`config.mk`:
```
export PLATFORM = sky130hd
export DESIGN_NAME = decoder_rr_arbiter32_flat
export DESIGN_NICKNAME = d
export VERILOG_FILES = /design/src/rtl/decoder_rr_arbiter32_if.sv /design/src/rtl/decoder_rr_arbiter32.sv /design/src/flat_wrapper.sv
export SDC_FILE = /design/constraint.sdc
export NUM_CORES = 1
export LEC_CHECK = 0
export ABC_AREA = 1
export CORE_UTILIZATION = 32
export DETAILED_ROUTE_END_ITERATION = 10
export HOLD_SLACK_MARGIN = 0.1
export PLACE_DENSITY = 0.57
export SLEW_MARGIN = 20
export SYNTH_ARGS = -nofsm -noshare
export SYNTH_HDL_FRONTEND = slang
export SYNTH_SLANG_ARGS = --single-unit
```
`constraint.sdc`:
```
create_clock -name clk -period 4.3 [get_ports clk]
set_input_delay 0.86 -clock clk [delete_from_list [all_inputs] [get_ports clk]]
set_output_delay 0.86 -clock clk [all_outputs]
set_load 0.01 [all_outputs]
```
`src/rtl/decoder_rr_arbiter32_if.sv`:
```
`default_nettype none
// ============================================================================
//  Module   : decoder_rr_arbiter32_if
//  Purpose  : Request/grant bundle between requesting agents and the arbiter.
//  Revision : 1.0
// ============================================================================
interface decoder_rr_arbiter32_if;
    logic [31:0] req;
    logic        done;
    logic [31:0] gnt;
    logic [4:0]  gnt_idx;
    logic        gnt_valid;
    logic        timeout;

    modport master (
        output req,
        output done,
        input  gnt,
        input  gnt_idx,
        input  gnt_valid,
        input  timeout
    );

    modport slave (
        input  req,
        input  done,
        output gnt,
        output gnt_idx,
        output gnt_valid,
        output timeout
    );
endinterface
`default_nettype wire

```
`src/rtl/decoder_rr_arbiter32.sv`:
```
`default_nettype none
// ============================================================================
//  Module   : decoder_rr_arbiter32
//  Purpose  : 32-way round-robin arbiter with registered winner index and
//             one-hot decoded grant, hold timeout and break-before-make gap.
//  Revision : 1.0
// ============================================================================
module decoder_rr_arbiter32 #(
    parameter int MAX_HOLD = 16,
    parameter int CNT_W    = 8
) (
    input  logic                   clk,
    input  logic                   rst_n,
    decoder_rr_arbiter32_if.slave  arb_if
);

    typedef enum logic [1:0] {
        IDLE = 2'd0,
        BUSY = 2'd1,
        GAP  = 2'd2
    } state_t;

    localparam logic [CNT_W-1:0] c_LIMIT = (MAX_HOLD == 0) ? '0 : CNT_W'(MAX_HOLD - 1);

    state_t           state_q;
    logic [4:0]       ptr_q;
    logic [4:0]       gnt_idx_q;
    logic [CNT_W-1:0] hold_cnt_q;
    logic [CNT_W-1:0] hold_cnt_d;
    logic             timeout_q;

    logic [63:0]      w_req_dbl;
    logic [31:0]      w_req_rot;
    logic [4:0]       w_win_off;
    logic [4:0]       w_winner;
    logic             w_rel_done;
    logic             w_rel_drop;
    logic             w_limit;
    logic             w_release;

    // Rotate so the current pointer lands at bit 0; the lowest set bit is the winner offset.
    assign w_req_dbl = {arb_if.req, arb_if.req} >> ptr_q;
    assign w_req_rot = w_req_dbl[31:0];

    always_comb begin
        w_win_off = '0;
        for (int i = 31; i >= 0; i--) begin
            if (w_req_rot[i]) begin
                w_win_off = 5'(i);
            end
        end
    end

    assign w_winner   = ptr_q + w_win_off;
    assign w_rel_done = arb_if.done;
    assign w_rel_drop = ~arb_if.req[gnt_idx_q];
    assign w_limit    = (MAX_HOLD != 0) && (hold_cnt_q == c_LIMIT);
    assign w_release  = w_rel_done | w_rel_drop | w_limit;
    assign hold_cnt_d = (hold_cnt_q == '1) ? hold_cnt_q : hold_cnt_q + CNT_W'(1);

    always_ff @(posedge clk or negedge rst_n) begin
        if (!rst_n) begin
            state_q    <= IDLE;
            ptr_q      <= '0;
            gnt_idx_q  <= '0;
            hold_cnt_q <= '0;
            timeout_q  <= 1'b0;
        end else begin
            timeout_q <= 1'b0;
            case (state_q)
                IDLE: begin
                    if (arb_if.req != '0) begin
                        gnt_idx_q  <= w_winner;
                        hold_cnt_q <= '0;
                        state_q    <= BUSY;
                    end
                end
                BUSY: begin
                    hold_cnt_q <= hold_cnt_d;
                    if (w_release) begin
                        ptr_q     <= gnt_idx_q + 5'd1;
                        // A release by done or withdrawal masks a coincident limit hit.
                        timeout_q <= w_limit & ~w_rel_done & ~w_rel_drop;
                        state_q   <= GAP;
                    end
                end
                GAP: begin
                    state_q <= IDLE;
                end
                default: begin
                    state_q <= IDLE;
                end
            endcase
        end
    end

    assign arb_if.gnt       = (state_q == BUSY) ? (32'd1 << gnt_idx_q) : '0;
    assign arb_if.gnt_valid = (state_q == BUSY);
    assign arb_if.gnt_idx   = gnt_idx_q;
    assign arb_if.timeout   = timeout_q;

endmodule
`default_nettype wire

```
`src/flat_wrapper.sv`:
```
// flat-port wrapper written by rule: the top's interface ports become plain ports
module decoder_rr_arbiter32_flat 
#(
    parameter int MAX_HOLD = 16,
    parameter int CNT_W    = 8
)
  (clk, rst_n, arb_if_req, arb_if_done, arb_if_gnt, arb_if_gnt_idx, arb_if_gnt_valid, arb_if_timeout);
  decoder_rr_arbiter32_if arb_if_i ();
  input  logic clk;
  input  logic rst_n;
  input wire logic [$bits(arb_if_i.req)-1:0] arb_if_req;
  input wire logic [$bits(arb_if_i.done)-1:0] arb_if_done;
  output wire logic [$bits(arb_if_i.gnt)-1:0] arb_if_gnt;
  output wire logic [$bits(arb_if_i.gnt_idx)-1:0] arb_if_gnt_idx;
  output wire logic [$bits(arb_if_i.gnt_valid)-1:0] arb_if_gnt_valid;
  output wire logic [$bits(arb_if_i.timeout)-1:0] arb_if_timeout;
  assign arb_if_i.req = arb_if_req;
  assign arb_if_i.done = arb_if_done;
  assign arb_if_gnt = arb_if_i.gnt;
  assign arb_if_gnt_idx = arb_if_i.gnt_idx;
  assign arb_if_gnt_valid = arb_if_i.gnt_valid;
  assign arb_if_timeout = arb_if_i.timeout;
  decoder_rr_arbiter32 #(.MAX_HOLD(MAX_HOLD), .CNT_W(CNT_W)) u_core (.clk(clk), .rst_n(rst_n), .arb_if(arb_if_i));
endmodule
```
==> results.yml <==
outcome:
  outcome: "finished, final reports clean"
critical_path:
  path_max_fanout: 3
  worstSetupEndpointType: "register"
  critical-path-max-stage-delay_ns: 0.40
  critical-path-slowest-cell: "fa_2"
  timing.critical_path.mode_cell: "nand2_1"
  cp_data_arrival_time_ns: 4.37
  startpoint_type: "primary input"
  timing.setup.critical_path_class: "primary input to register"
  critPathRequiredTime_ns: 4.48
floorplan:
  area_of_the_core_um2: 12100
  die_h_um: 113
  floorplan.initialDensity_pct: 32.9
  die_area_um2: 12900
  core.rowCount: 40
  io_pins: 74
  die_width_um: 113
clocking:
  tritoncts: "yes"
  path_clk_slew_ns: 0.05
  cts-root-to-sink-buffers: 2
  tritoncts.num_buffers: 3
  clkLatencyLatePin_ns: 0.25
  ctsHtreeMaxLevel: 1
  postCtsHoldBufs: 0
  clkSinkCount: 21
  clk_root_buffer_cell: "clkbuf_16"
pwr:
  max-vdd-ir-drop_v: 0.000333
  p_leak_nw: 2.72
  design_power_total_mw: 4.72
  cellPowerDensity_nw_per_um2: 820
yosys:
  yosysWarningCount: 0
  ys_types: 36
  synth_area_leaders: "nand2_1 23%, nand3_1 18%, dfrtp_1 13%, nor2_1 7.6%, o21ai_0 6.7%"
  postSynthNetCount: 799
  post_synthesis_sequential_element_count: 21
  postSynthAreaPerCell_um2: 5.28
  cell_accounting_for_the_most_synthesized_area: "nand2_1"
  synth-seq-area-share_pct: 13.2
  yosysTopAreaCellShare_pct: 23.1
  synthCells: 752
  synth_area_um2: 3970
final_layout:
  drive_above_1_share_pct: 28.7
  fin_area_um2: 5760
  layout-area-overhead-vs-synth_pct: 44.9
  final_common_cell: "nand2_1"
  antenna_cells: 0
  utilization_pct: 47.7
  mostFrequentLayoutCells: "197 x nand2_1, 80 x nand3_1, 80 x nor2_1, 75 x buf_4, 63 x nand3_2"
  layout.cells.non_filler: 1035
  fin_nets: 915
placed_design:
  place.detailed.hpwl_um: 12600
  dpl-instance-area_um2: 5320
  port-buffer-count: 73
  place.gp.congestion: 0.949
  dp_cells: 1028
  place_ws_ns: -0.713
routing:
  detail_route.iter0.violations: 477
  routed_wirelength_um: 16200
  routedWlPerCell_um: 15.6
  vias_per_cell: 5.36
  route.detailed.drc: 0
  firstDrtPassIters: 5
  route.antenna.remaining_nets: 0
  dr_total_vias: 5551
sta:
  report.final.setup_viol: 0
  worst_slew_margin_rel_pct: 37.9
  timing.final.crit_period_ns: 4.19
  rsz_0062_raised_after_global_routing: "true"
  final.setup_skew_ns: 0.00179
  final_max_slew_viol_count: 0
  hold-worst-slack_ns: 0.460
  totalNegativeSetupSlack_ns: 0
  hold_viol: 0
  timing.fmax_ghz: 0.239
  final_critical_path_setup_slack_ns: 0.112
  worst_pin_slew_ns: 0.928
  period_share_pct: 97.4
global_routing:
  globalRouteMet1Util_pct: 31.8
  global_route.usage.met3_pct: 3.51
  grtUsageMet2_pct: 42.2
  grt_pass1_wl_um: 25000
  grt.busiest_layer: "met2"
  grt_start_max_net_pins: 35
  grt_pass1_vias: 5096
  globalRouteTotalUtil_pct: 24.5
  grt_antenna_before_repair: 0
  globalRouteOverflowTotal: 0
hold_path:
  worstHoldPathType: "register to register"
run:
  timing.max_cap.violations: 0
==> cells in the mapped netlist <==
cell type and count:
o21ai_1 8, fa_1 1, nand4_1 4, o211ai_1 1
buf_2 12, o22ai_1 8, a31oi_1 11, buf_1 5
buf_6 4, nand2_2 4, nor3_1 6, inv_1 55
a21boi_0 4, buf_4 5, mux2i_1 2, clkinv_1 3
ha_1 11, inv_4 1, dfrtp_1 21, nor4_1 9
inv_2 3, nand3_1 144, o21a_1 13, o21bai_1 1
clkbuf_1 14, nor3b_1 2, a41oi_1 1, a21oi_1 10
a221oi_1 1, nand2_1 244, a21oi_2 1, o21ai_2 3
nor2_1 80, a311oi_1 1, xor2_1 6, o21ai_0 53
==> routing by layer <==
| metal | vias up | wire length (µm) | share of wire [%] |
|---|---|---|---|
| met5 | - | 0 | 0 |
| met4 | 0 | 390 | 2.4 |
| met3 | 35 | 838 | 5.2 |
| met2 | 177 | 7840 | 48 |
| met1 | 2603 | 7130 | 44 |
| li1 | 2736 | - | - |
==> cell type report <==
| cell class | count | area [µm²] |
|---|---|---|
| inverter | 62 | 243 |
| sequential | 21 | 527 |
| clock inverter | 1 | 5.00 |
| clock buffer | 3 | 75.1 |
| tap | 168 | 210 |
| fill | 1274 | 6310 |
| multi-input combinational | 629 | 3480 |
| timing repair buffer | 151 | 1210 |
==> power by group <==
group          switching (mW)  total, mW  leakage (nW)  internal, mW
Combinational            2.57       4.19          2.40          1.62
Sequential             0.0782      0.335         0.276         0.257
Clock                  0.0702      0.195        0.0409         0.125
==> sequential cells by signal, summed over array words and instances, names as in the netlist <==
| name | flops |
|---|---|
| u_core.ptr_q | 5 |
| u_core.arb_if.gnt_idx | 5 |
| u_core.state_q | 2 |
| u_core.hold_cnt_q | 8 |
| u_core.arb_if.timeout | 1 |
==> worst paths after layout <==
| check | start | end | slack, ns | cells past startpoint |
|---|---|---|---|---|
| min in group asynchronous | rst_n | u_core.hold_cnt_q[5] | 1.13 | 1 |
| hold / removal | u_core.hold_cnt_q[2] | u_core.hold_cnt_q[2] | 0.46 | 1 |
| setup / recovery | arb_if_req[27] | u_core.arb_if.gnt_idx[4] | 0.11 | 45 |
| max in group asynchronous | rst_n | u_core.ptr_q[0] | 2.54 | 1 |
| hold reg to reg | u_core.hold_cnt_q[2] | u_core.hold_cnt_q[2] | 0.46 | 1 |
| setup reg to reg | u_core.ptr_q[0] | u_core.arb_if.gnt_idx[4] | 0.13 | 45 |
==> what timing repair did <==
| item | 4_1_cts | 5_1_grt |
|---|---|---|
| pin swaps | 4 | 21 |
| setup buffers | 0 | 3 |
| endpoints found under the setup margin | 4 | 4 |
| gates resized for setup | 60 | 173 |
==> cells by family after synthesis <==
family / after synthesis / synth area share [%]
muxes: 2 / 0.504
AOI/OAI and AO/OA: 116 / 17.1
buffers and inverters: 102 / 11.3
xor gates and xnor gates: 6 / 1.32
and+or+nand+nor: 493 / 52.6
DFF: 21 / 13.2
adders and majority gates: 12 / 3.97
==> worst max-delay path, delay by kind of cell <==
| kind | cells | cell delay [ns] |
|---|---|---|
| AND/OR/NAND/NOR | 38 | 2.24 |
| XOR/XNOR | 2 | 0.33 |
| buffers and inverters | 1 | 0.13 |
| adder cells (fa/ha/maj) | 2 | 0.60 |
| AO/OA/AOI/OAI | 2 | 0.19 |
(Power assumes the default switching activity.)
